==> config.mk <==
export PLATFORM = sky130hd
export DESIGN_NAME = ysyx_23060184_result_sel_stage
export DESIGN_NICKNAME = d
export VERILOG_FILES = /design/src/rtl/ysyx_23060184_result_sel_stage.sv
export SDC_FILE = /design/constraint.sdc
export NUM_CORES = 1
export LEC_CHECK = 0
export CAP_MARGIN = 15
export CORE_AREA = 2 2 95 97
export DETAILED_ROUTE_END_ITERATION = 16
export DIE_AREA = 0 0 97 99
export GPL_TIMING_DRIVEN = 1
export PLACE_DENSITY = 0.84
export SLEW_MARGIN = 30
export SYNTH_ARGS = -nofsm -noshare
export SYNTH_HDL_FRONTEND = slang
export SYNTH_SLANG_ARGS = --single-unit
==> constraint.sdc <==
create_clock -name clk -period 6.4 [get_ports clk]
set_clock_uncertainty 0.2 [all_clocks]
set_input_delay 1.92 -clock clk [delete_from_list [all_inputs] [get_ports clk]]
set_output_delay 1.92 -clock clk [all_outputs]
set_load 0.01 [all_outputs]
==> src/rtl/ysyx_23060184_result_sel_stage.sv <==
// Purpose: keyed source select registered behind a valid/ready stage with a two-entry skid buffer.
// Latency: one cycle (beat accepted at edge N is on out_data after edge N).
// Backpressure: full throughput; one extra beat absorbed into skid after out_ready falls, in_ready is registered.
//
// Ports:
//   clk, rst        clock, asynchronous active-high reset
//   flush           synchronous discard of main and skid beats (err/err_sel kept)
//   in_valid/ready  upstream handshake; sel and src sampled on accept
//   sel, src        source key and flattened sources (source k at [k*DATA_W +: DATA_W])
//   out_valid/ready downstream handshake; out_data is the registered result
//   err, err_sel    sticky out-of-range flag and the key of the first offending beat
module ysyx_23060184_result_sel_stage #(
  parameter int NR_SRC = 4,
  parameter int SEL_W  = 2,
  parameter int DATA_W = 32
) (
  input  logic                     clk,
  input  logic                     rst,
  input  logic                     flush,
  input  logic                     in_valid,
  output logic                     in_ready,
  input  logic [SEL_W-1:0]         sel,
  input  logic [NR_SRC*DATA_W-1:0] src,
  output logic                     out_valid,
  input  logic                     out_ready,
  output logic [DATA_W-1:0]        out_data,
  output logic                     err,
  output logic [SEL_W-1:0]         err_sel
);

  logic              skid_valid;
  logic [DATA_W-1:0] skid_data;
  logic [DATA_W-1:0] sel_data;
  logic              sel_oor;
  logic              accept;
  logic              stall;

  // Compare against every legal key instead of indexing by sel, so an
  // out-of-range key never forms an out-of-bounds part-select; it simply
  // matches nothing and leaves the result at zero.
  always_comb begin
    sel_data = '0;
    sel_oor  = 1'b1;
    for (int k = 0; k < NR_SRC; k++) begin
      if (sel == SEL_W'(k)) begin
        sel_data = src[k*DATA_W +: DATA_W];
        sel_oor  = 1'b0;
      end
    end
  end

  // in_ready depends only on the skid register, which cuts the
  // out_ready -> in_ready combinational path.
  assign in_ready = !skid_valid;
  assign accept   = in_valid & in_ready;
  assign stall    = out_valid & !out_ready;

  always_ff @(posedge clk or posedge rst) begin
    if (rst) begin
      out_valid  <= 1'b0;
      out_data   <= '0;
      skid_valid <= 1'b0;
      skid_data  <= '0;
    end else if (flush) begin
      // Data registers hold; only the valid bits are dropped.
      out_valid  <= 1'b0;
      skid_valid <= 1'b0;
    end else if (stall) begin
      if (accept) begin
        skid_valid <= 1'b1;
        skid_data  <= sel_data;
      end
    end else if (skid_valid) begin
      // in_ready is low here, so no new beat competes with the skid beat.
      out_valid  <= 1'b1;
      out_data   <= skid_data;
      skid_valid <= 1'b0;
    end else begin
      out_valid <= accept;
      if (accept) begin
        out_data <= sel_data;
      end
    end
  end

  // Sticky error: only the first out-of-range key is recorded, and a beat
  // discarded by a concurrent flush does not count.
  always_ff @(posedge clk or posedge rst) begin
    if (rst) begin
      err     <= 1'b0;
      err_sel <= '0;
    end else if (!flush && accept && sel_oor && !err) begin
      err     <= 1'b1;
      err_sel <= sel;
    end
  end

endmodule

==> results.md, run 1 <==
- Count leader, synth: dfrtp_1
- Async SR Flop Fraction: 1.00
- I/O Buffers: 171
- Core Area: 8550 sq um
- Via count: 3,144
- Hold path startpoint: err_sel[0]$_DFFE_PP0P_
- CP required: 4280 ps
- P_leak: 2.29 nW
- Synth area leaders: dfrtp_1 (46%), mux4_1 (15%), mux2_2 (9.3%)
- Post-synth EDFFs: 0
- Min Tclk post-route: 4220 ps
- Worst setup EP type: output port
- Worst min path class: reg -> reg
- Crit-path cells: buf_4 > inv_2 > clkdlybuf4s50_1
- Hold Violations, Final: 0
- Vias per inst: 5.54
- Count of final setup violators: 0
- FMAX: 0.237 GHz
- Top Family by Delay on Critical Path: buffers and inverters
- Max Slew Vio Count: 0
- Post-CTS Setup Inserts: 0
- Netlist cell types: 21
- Root Buffer Master: clkbuf_8
- Mapped Cells: 302
- Setup tns final: 0 ps
- Share of layout cells above drive strength 1: 0.146
- Pre-CTS WS: 2180 ps
- ANT nets after route: 0
- N_diodes: 0
- Yosys warns: 0
- Largest fanout on the critical path: 36
- Synthesized cell area: 3760 sq um
- RSZ-0062 raised after global routing: no
- CTS Buffer Depth: 2
- Row count: 34
- Post-DP HPWL: 7100 um
- Largest net degree at the start of global routing: 37
- TritonCTS Buffers: 9
- P per Cell Area: 231 nW/um^2
- Peak supply drop: 0.000125 V
- Reg area: 1730 sq um
- Most common flop cell mapped by yosys: dfrtp_1
- Gr ovfl total: 0
- Worst setup path class: reg -> out
- Die Area: 9600 sq um
- First-pass GRT wire length: 15,900 um
- DRC: 0
- Slew HR: 0.512
- CP Buf/Inv Count: 3
- Maxcap violations: 0
- Sinks on Clock Net: 69
- Initial antenna violation count: 0
- Area Overhead vs Synth: 49.7%
- CTS resizes: 0
- Fin crit share: 0.659
- GRT Total Usage: 0.207
- Overall power: 1.30 mW
- CP arrival: 2100 ps
- CTS clk-pin slew, worst paths: 70 ps
- Synth cell count leaders: dfrtp_1 (69), nand2_1 (64), a21oi_1 (33), a31oi_1 (32), mux2_2 (31)
- WL final: 9670 um
- Worst-Skew Late Latency: 330 ps
- Vias in the first global route: 3,330
- #FFs+latches synth: 69
- Setup ws final: 2180 ps
- Avg Cell Area, Syn: 12.5 sq um
- Initial Utilization: 0.440
- Worst slew pin tran: 731 ps
- Reg-to-Reg Start: out_valid$_DFFE_PP0N_
- Nets@finish: 592
- Seq/Total Area, Yosys: 0.459
- IO Pins: 172
- Crit path largest cell delay: 660 ps
- Top cell type's share of synthesized area: 0.459
- Syn Nets: 437
- Die Y: 99 um
- Slowest-stage cell, CP: clkdlybuf4s50_1
- Pre-antenna DRT Iters: 5
- Outcome: complete, no violations
- CTS tree: done
- Die span in x: 97 um
- Crit. Startpoint: skid_valid$_DFFE_PP0P_
- Hold buffer count at cts: 0
- Initial DRC count: 73
- Crit path launch type: register
- Hold_ws: 175 ps
- Multi-input logic area: 1830 sq um
- Routability cong.: 0.726
- Fill cell count: 672
- Mean routed wirelength per cell: 17.1 um
- Level count of the clock H-tree: 3
- Largest area contributor in the netlist: dfrtp_1
-- cell families after synthesis --
group                  Yosys count  share of synthesized area
AOI/OAI and AO/OA               66                     0.0997
DFF                             69                      0.459
muxes                           64                      0.309
and+or+nand+nor                 69                     0.0778
buffers and inverters           34                     0.0548
-- final cells by class --
type,instances,share of cell area
multi-input combinational,199,0.325
timing repair buffer,176,0.310
sequential,69,0.306
clock buffer,11,0.0269
tap,108,0.0240
clock inverter,2,0.00622
inverter,2,0.00133
-- flip-flops by register name, summed over array words and instances (netlist names) --
signal	count
err	1
err_sel	2
out_data	32
out_valid	1
skid_data	32
skid_valid	1
-- through the flow --
stage	utilization	instances	area, sq um
2_1_floorplan	-	302	3760
3_3_place_gp	0.637	554	5450
3_5_place_dp	0.637	554	5450
4_1_cts	0.659	567	5630
5_1_grt	0.659	567	5640
6_report	0.659	567	5640
-- per-layer routing --
| metal | part of all wire | global-route usage | vias up |
|---|---|---|---|
| met5 | 0 | 0 | - |
| met4 | 0.019 | 0.0683 | 0 |
| met3 | 0.076 | 0.0433 | 18 |
| met2 | 0.54 | 0.380 | 151 |
| met1 | 0.37 | 0.243 | 1532 |
| li1 | - | - | 1443 |
-- where the power goes --
group	total (mW)	internal, mW	switching (mW)	leakage (nW)
registers	0.588	0.535	0.0532	0.811
clock network	0.340	0.194	0.145	0.0971
logic	0.372	0.239	0.133	1.38
total	1.30	0.968	0.331	2.29
-- cells in the final DEF (no fill, tap or decap) --
cell,synthesis,routed
a21oi_1,33,33
a31oi_1,32,32
and2_2,0,1
buf_4,0,6
bufinv_16,0,1
clkbuf_8,1,11
clkdlybuf4s50_1,0,170
clkinv_2,0,1
dfrtp_1,69,69
inv_2,0,2
mux2_2,31,31
mux2_4,1,1
mux4_1,21,21
mux4_2,11,11
nand2_1,64,64
nand2b_4,1,1
nor2_1,1,1
nor3_1,1,1
nor4b_4,1,1
o21ba_1,1,1
-- path summary, 6_finish.rpt --
kind	end	cells after the start	slack [ps]
worst max-delay path	in_ready	3	2180
worst min-delay path	err_sel[0]$_DFFE_PP0P_	0	180
worst min register to register	err_sel[0]$_DFFE_PP0P_	0	180
max in group asynchronous	out_data[5]$_DFFE_PP0P_	3	3240
min in group asynchronous	err_sel[1]$_DFFE_PP0P_	2	1820
worst max register to register	skid_data[31]$_DFFE_PP0P_	4	4260
Power figures use the tool's default switching activity.
==> run 2: changes to the inputs <==
Settings changed: CORE_AREA 2 2 95 97 to 2 2 98 100, DIE_AREA 0 0 97 99 to 0 0 100 102, PLACE_DENSITY 0.84 to 0.8.
Clock period 6.4 ns to 4.4 ns, I/O delays scaled along.
==> run 2 against run 1 <==
  * Clock-buffer cell count rose by 1
  * Critical path type unchanged
  * First-iteration DRC count up 99%
  * Register-to-register slack worse by 2000 ps
  * Critical endpoint unchanged
==> results.md, run 2 (same netlist as run 1, synthesis figures left out) <==
- Outcome: complete, no violations (unchanged)
- Fin crit share: 0.740
- Clock network fraction of total power: 0.266 (was 0.261)
- Max Slew Vio Count: 0 (unchanged)
- P per Cell Area: 333 nW/um^2 (was 231 nW/um^2)
- Worst-Skew Late Latency: 330 ps (about the same)
- Placed Instances: 563 (was 554)
- Slew HR: 0.499 (was 0.512)
- Worst Hold Path Cells: 0 (unchanged)
- Peak supply drop: 0.000144 V (was 0.000125 V)
- CTS resizes: 0 (unchanged)
- Sinks on Clock Net: 69 (unchanged)
- Initial antenna violation count: 0 (unchanged)
- Initial Utilization: 0.413 (was 0.440)
- Count of final setup violators: 0 (unchanged)
- CP Buf/Inv Count: 3 (unchanged)
- Hold Violations, Final: 0 (unchanged)
- Slowest-stage cell, CP: clkdlybuf4s50_1 (unchanged)
- Vias per inst: 5.36 (was 5.54)
- Sw Share: 0.259 (was 0.255)
- Reg area: 1730 sq um (unchanged)
- Worst setup EP type: output port (unchanged)
- Die span in x: 100 um (was 97 um)
- TritonCTS Buffers: 9 (unchanged)
- CP arrival: 1740 ps (was 2100 ps)
- Root Buffer Master: clkbuf_8 (unchanged)
- Pre-antenna DRT Iters: 4 (was 5)
- Top Family by Delay on Critical Path: buffers and inverters (unchanged)
- RSZ-0062 raised after global routing: no (unchanged)
- CP required: 2880 ps (was 4280 ps)
- Worst Reg2Reg Path Length in Cells: 4 (unchanged)
- N_diodes: 0 (unchanged)
- Placed cell area: 5510 sq um (was 5450 sq um)
- Multi-input logic area: 1830 sq um (about the same)
- Core Area: 9110 sq um (was 8550 sq um)
- Initial DRC count: 145 (was 73)
- Routability cong.: 0.709 (was 0.726)
- Gr ovfl total: 0 (unchanged)
- Worst slew pin tran: 750 ps (was 731 ps)
- Mean routed wirelength per cell: 16.9 um (was 17.1 um)
- FMAX: 0.307 GHz
- Die Area: 10,200 sq um (was 9600 sq um)
- Min Tclk post-route: 3260 ps
- Worst min path class: reg -> reg (unchanged)
- CTS Buffer Depth: 2 (unchanged)
- CTS clk-pin slew, worst paths: 70 ps (about the same)
- Row count: 35 (was 34)
- Flop pwr share: 0.449 (was 0.452)
- P_leak: 2.32 nW (was 2.29 nW)
- Nets@finish: 598 (was 592)
- Die Y: 102 um (was 99 um)
- Share of layout cells above drive strength 1: 0.154 (was 0.146)
- Fill cell count: 726 (was 672)
- Maxcap violations: 0 (unchanged)
- Switch Pwr: 492 uW (was 331 uW)
- Area Overhead vs Synth: 51.4% (was 49.7%)
- ANT nets after route: 0 (unchanged)
- GRT Total Usage: 0.195 (was 0.207)
- Most common cell after layout, fill and taps aside: clkdlybuf4s50_1 (unchanged)
- Non-filler cells, final: 579 (was 567)
- Post-route cell area: 5700 sq um (was 5640 sq um)
- Via count: 3,106 (was 3,144)
- Worst setup path class: reg -> out (unchanged)
- Vias in the first global route: 3,091 (was 3,330)
- DRC: 0 (unchanged)
- Overall power: 1.90 mW (was 1.30 mW)
- IO Pins: 172 (unchanged)
- Crit path launch type: register (unchanged)
- Top flop regs: out_data x32, skid_data x32, err_sel x2 (unchanged)
- Largest fanout on the critical path: 33 (was 36)
- Crit-path cells: inv_1 > buf_4 > clkdlybuf4s50_1 (was buf_4 > inv_2 > clkdlybuf4s50_1)
- Post-CTS Setup Inserts: 0 (unchanged)
- Largest net degree at the start of global routing: 36 (was 37)
- Commonest non-fill, non-tap cells in the layout: clkdlybuf4s50_1 (170), dfrtp_1 (69), nand2_1 (64) (unchanged)
- I/O Buffers: 171 (unchanged)
- WL final: 9760 um (was 9670 um)
- First-pass GRT wire length: 15,400 um (was 15,900 um)
- Levels on crit path: 3 (unchanged)
- Setup tns final: 0 ps (unchanged)
- Crit path largest cell delay: 620 ps (was 660 ps)
- Hold buffer count at cts: 0 (unchanged)
- Combinational Power Share: 0.285 (was 0.286)
- Post-DP HPWL: 7130 um (was 7100 um)
- CTS tree: done (unchanged)
- Cell internal pwr: 1.41 mW (was 968 uW)
- Level count of the clock H-tree: 3 (unchanged)
## run 2: cell count changes in the layout (fill, tap and decap cells not counted), sizes merged
cell      before  now
clkinv         1    2
clkbuf        11   12
clkinvlp       0    1
buf            6   12
## run 2: routing by layer
metal / GRT usage / up-vias / share of wire / wire (um)
met5: 0 / - / 0 / 0
met4: 0.0516 / 0 / 0.013 / 126
met3: 0.0636 / 9 / 0.083 / 815
met2: 0.349 / 131 / 0.52 / 5110
met1: 0.229 / 1512 / 0.38 / 3710
li1: - / 1454 / - / -
## run 2: path summary, 6_finish.rpt
| path | start | end | slack (ps) |
|---|---|---|---|
| worst max-delay path | skid_valid$_DFFE_PP0P_ | in_ready | 1140 |
| worst min-delay path | err$_DFFE_PP0P_ | err$_DFFE_PP0P_ | 180 |
| worst max register to register | skid_valid$_DFFE_PP0P_ | skid_data[3]$_DFFE_PP0P_ | 2290 |
| worst min register to register | err$_DFFE_PP0P_ | err$_DFFE_PP0P_ | 180 |
| max in group asynchronous | rst | out_data[19]$_DFFE_PP0P_ | 2110 |
| min in group asynchronous | rst | err_sel[0]$_DFFE_PP0P_ | 1230 |
## run 2: area by class of cell
type / count / area share
Clock buffer: 12 / 0.0255
Clock inverter: 4 / 0.00834
Inverter: 2 / 0.00132
Multi-Input combinational cell: 199 / 0.321
Sequential cell: 69 / 0.303
Tap cell: 111 / 0.0244
Timing Repair Buffer: 182 / 0.316
## run 2: power groups by stage
| stage | Combinational (mW) | Clock, mW | Sequential, mW |
|---|---|---|---|
| 2_1_floorplan | 0.245 | 0 | 0.875 |
| 3_3_place_gp | 0.533 | 0 | 0.856 |
| 3_5_place_dp | 0.550 | 0 | 0.864 |
| 4_1_cts | 0.551 | 0.517 | 0.852 |
| 5_1_grt | 0.588 | 0.553 | 0.871 |
| 6_report | 0.541 | 0.504 | 0.852 |
## run 2: stage by stage
stage                     utilization  setup slack [ps]  hold slack, ps
after floorplan                     -              1140             280
after global placement          0.605              1130             164
after detailed placement        0.605              1110             164
after CTS                       0.626              1140             181
after global routing            0.626              1060             201
final                           0.626              1140             181
## run 2: worst register-to-register path, stage by stage, from the launching register on
cell and delay [ps]:
dfrtp_1 380, buf_4 260, nor4b_4 310, buf_4 440, mux2_2 410
==> run 3: changes to the inputs <==
Settings changed: CORE_AREA 2 2 98 100 to 2 2 103 105, DIE_AREA 0 0 100 102 to 0 0 105 107, PLACE_DENSITY 0.8 to 0.76.
Clock period 4.4 ns to 2.8 ns, I/O delays scaled along.
==> run 3 against run 2 <==
  * Combinational power increased by 60%
  * Global-route usage fell by 0.96 points
  * Worst hold slack worse by 2.9 ps
  * Sequential cell count unchanged
  * Core utilization shrank 5.1 points
  * Clock power rose by 78%
  * Wire length rose by 3.8%
  * Critical endpoint unchanged
  * Largest cell class is now non-clock buffers
  * Via count is 2.4% higher
  * Critical path depth down 1
==> results.md, run 3 (same netlist as run 1, synthesis figures left out) <==
- Outcome: complete, no violations (unchanged)
- CTS tree: done (unchanged)
- RSZ-0062 raised after global routing: no (unchanged)
- P per Cell Area: 535 nW/um^2 (was 333 nW/um^2)
- Min Tclk post-route: 2390 ps
- Worst min path class: reg -> reg (unchanged)
- Setup ws final: 414 ps (was 1140 ps)
- Largest fanout on the critical path: 2 (was 33)
- CP arrival: 1350 ps (was 1740 ps)
- Area Overhead vs Synth: 54.2% (was 51.4%)
- Level count of the clock H-tree: 3 (unchanged)
- Root Buffer Master: clkbuf_8 (unchanged)
- P_leak: 2.35 nW (was 2.32 nW)
- Top flop regs: out_data x32, skid_data x32, err_sel x2 (unchanged)
- Pre-antenna DRT Iters: 4 (unchanged)
- Sinks on Clock Net: 69 (unchanged)
- Initial antenna violation count: 0 (unchanged)
- Via count: 3,179 (was 3,106)
- Worst setup EP type: output port (unchanged)
- Post-DP HPWL: 7300 um (was 7130 um)
- FMAX: 0.419 GHz
- Row count: 37 (was 35)
- IO Pins: 172 (unchanged)
- Gr ovfl total: 0 (unchanged)
- Slowest-stage cell, CP: clkdlybuf4s50_1 (unchanged)
- Worst-Skew Late Latency: 330 ps (about the same)
- Worst slew pin tran: 399 ps (was 750 ps)
- Fin crit share: 0.852
- Hold buffer count at cts: 0 (unchanged)
- Flop pwr share: 0.432 (was 0.449)
- Routability cong.: 0.731 (was 0.709)
- Clock network fraction of total power: 0.289 (was 0.266)
- TritonCTS Buffers: 9 (unchanged)
- Core Util, Final: 0.575 (was 0.626)
- Post-CTS Setup Inserts: 0 (unchanged)
- Peak supply drop: 0.000283 V (was 0.000144 V)
- Vias per inst: 5.27 (was 5.36)
- Fill cell count: 889 (was 726)
- Non-filler cells, final: 603 (was 579)
- Die Y: 107 um (was 102 um)
- Share of layout cells above drive strength 1: 0.156 (was 0.154)
- Vias in the first global route: 3,319 (was 3,091)
- Switch Pwr: 800 uW (was 492 uW)
- N_diodes: 0 (unchanged)
- Cell internal pwr: 2.31 mW (was 1.41 mW)
- Count of final setup violators: 0 (unchanged)
- DRC: 0 (unchanged)
- Initial Utilization: 0.373 (was 0.413)
- Slew HR: 0.734 (was 0.499)
- Max Slew Vio Count: 0 (unchanged)
- CP required: 1760 ps (was 2880 ps)
- Crit path launch type: register (unchanged)
- CTS Buffer Depth: 2 (unchanged)
- I/O Buffers: 171 (unchanged)
- Initial DRC count: 88 (was 145)
- Maxcap violations: 0 (unchanged)
- Nets@finish: 597 (was 598)
- Combinational Power Share: 0.279 (was 0.285)
- First-pass GRT wire length: 16,400 um (was 15,400 um)
- Mean routed wirelength per cell: 16.8 um (was 16.9 um)
- GRT Total Usage: 0.186 (was 0.195)
- Worst setup path class: reg -> out (unchanged)
- ANT nets after route: 0 (unchanged)
- Hold Violations, Final: 0 (unchanged)
- Die span in x: 105 um (was 100 um)
- Crit path largest cell delay: 550 ps (was 620 ps)
- WL final: 10,100 um (was 9760 um)
- Crit-path cells: inv_1 > clkdlybuf4s50_1 (was inv_1 > buf_4 > clkdlybuf4s50_1)
- Commonest non-fill, non-tap cells in the layout: clkdlybuf4s50_1 (170), dfrtp_1 (69), nand2_1 (64) (unchanged)
- Setup tns final: 0 ps (unchanged)
- Sw Share: 0.258 (was 0.259)
- Most common cell after layout, fill and taps aside: clkdlybuf4s50_1 (unchanged)
- Pre-CTS WS: 118 ps (was 1110 ps)
- Die Area: 11,200 sq um (was 10,200 sq um)
- Core Area: 10,100 sq um (was 9110 sq um)
- Placed Instances: 587 (was 563)
- CTS resizes: 0 (unchanged)
- Largest net degree at the start of global routing: 70 (was 36)
- CTS clk-pin slew, worst paths: 80 ps (was 70 ps)
- Overall power: 3.11 mW (was 1.90 mW)
run 3: metal layers:
metal  vias to the layer above  part of all wire  track usage
met5                         -                 0            0
met4                         0             0.016       0.0638
met3                        12             0.066       0.0407
met2                       127              0.52        0.331
met1                      1582              0.40        0.223
li1                       1458                 -            -
run 3: area by class of cell:
type                    count  area (sq um)  share of cell area
clock buffers              10           138              0.0237
clock inverters             6          86.3              0.0149
inverters                   2          7.51             0.00129
multi-input cells         199          1830               0.316
flip-flops and latches     69          1730               0.297
well taps                 136           170              0.0293
repair buffers            181          1840               0.318
run 3: power groups by stage:
| stage | Combinational, mW | Sequential, mW | Clock, mW |
|---|---|---|---|
| final | 0.865 | 1.34 | 0.899 |
| after global routing | 0.940 | 1.37 | 0.965 |
| after CTS | 0.878 | 1.34 | 0.925 |
| after detailed placement | 0.878 | 1.36 | 0 |
| after global placement | 0.849 | 1.35 | 0 |
| after floorplan | 0.385 | 1.37 | 0 |
run 3: path summary, 6_finish.rpt:
kind                                        start                   endpoint  slack (ps)  cells after the start
max                        skid_valid$_DFFE_PP0P_                   in_ready         410                      2
max reg2reg                skid_valid$_DFFE_PP0P_  skid_data[25]$_DFFE_PP0P_         820                      4
max in group asynchronous                     rst    out_data[5]$_DFFE_PP0P_        1400                      3
min reg2reg                       err$_DFFE_PP0P_            err$_DFFE_PP0P_         180                      0
min in group asynchronous                     rst    out_data[1]$_DFFE_PP0P_         700                      3
min                               err$_DFFE_PP0P_            err$_DFFE_PP0P_         180                      0
run 3: worst max-delay path, delay by kind of cell, from the launching register on:
family   cells  cell delay (ps)
buf+inv      2              640
flops        1              380
run 3: per-stage QoR:
step | instance area (sq um) | hold slack [ps]
2_1_floorplan | 3760 | 280
3_3_place_gp | 5580 | 165
6_report | 5800 | 178
3_5_place_dp | 5580 | 165
5_1_grt | 5800 | 193
4_1_cts | 5800 | 183
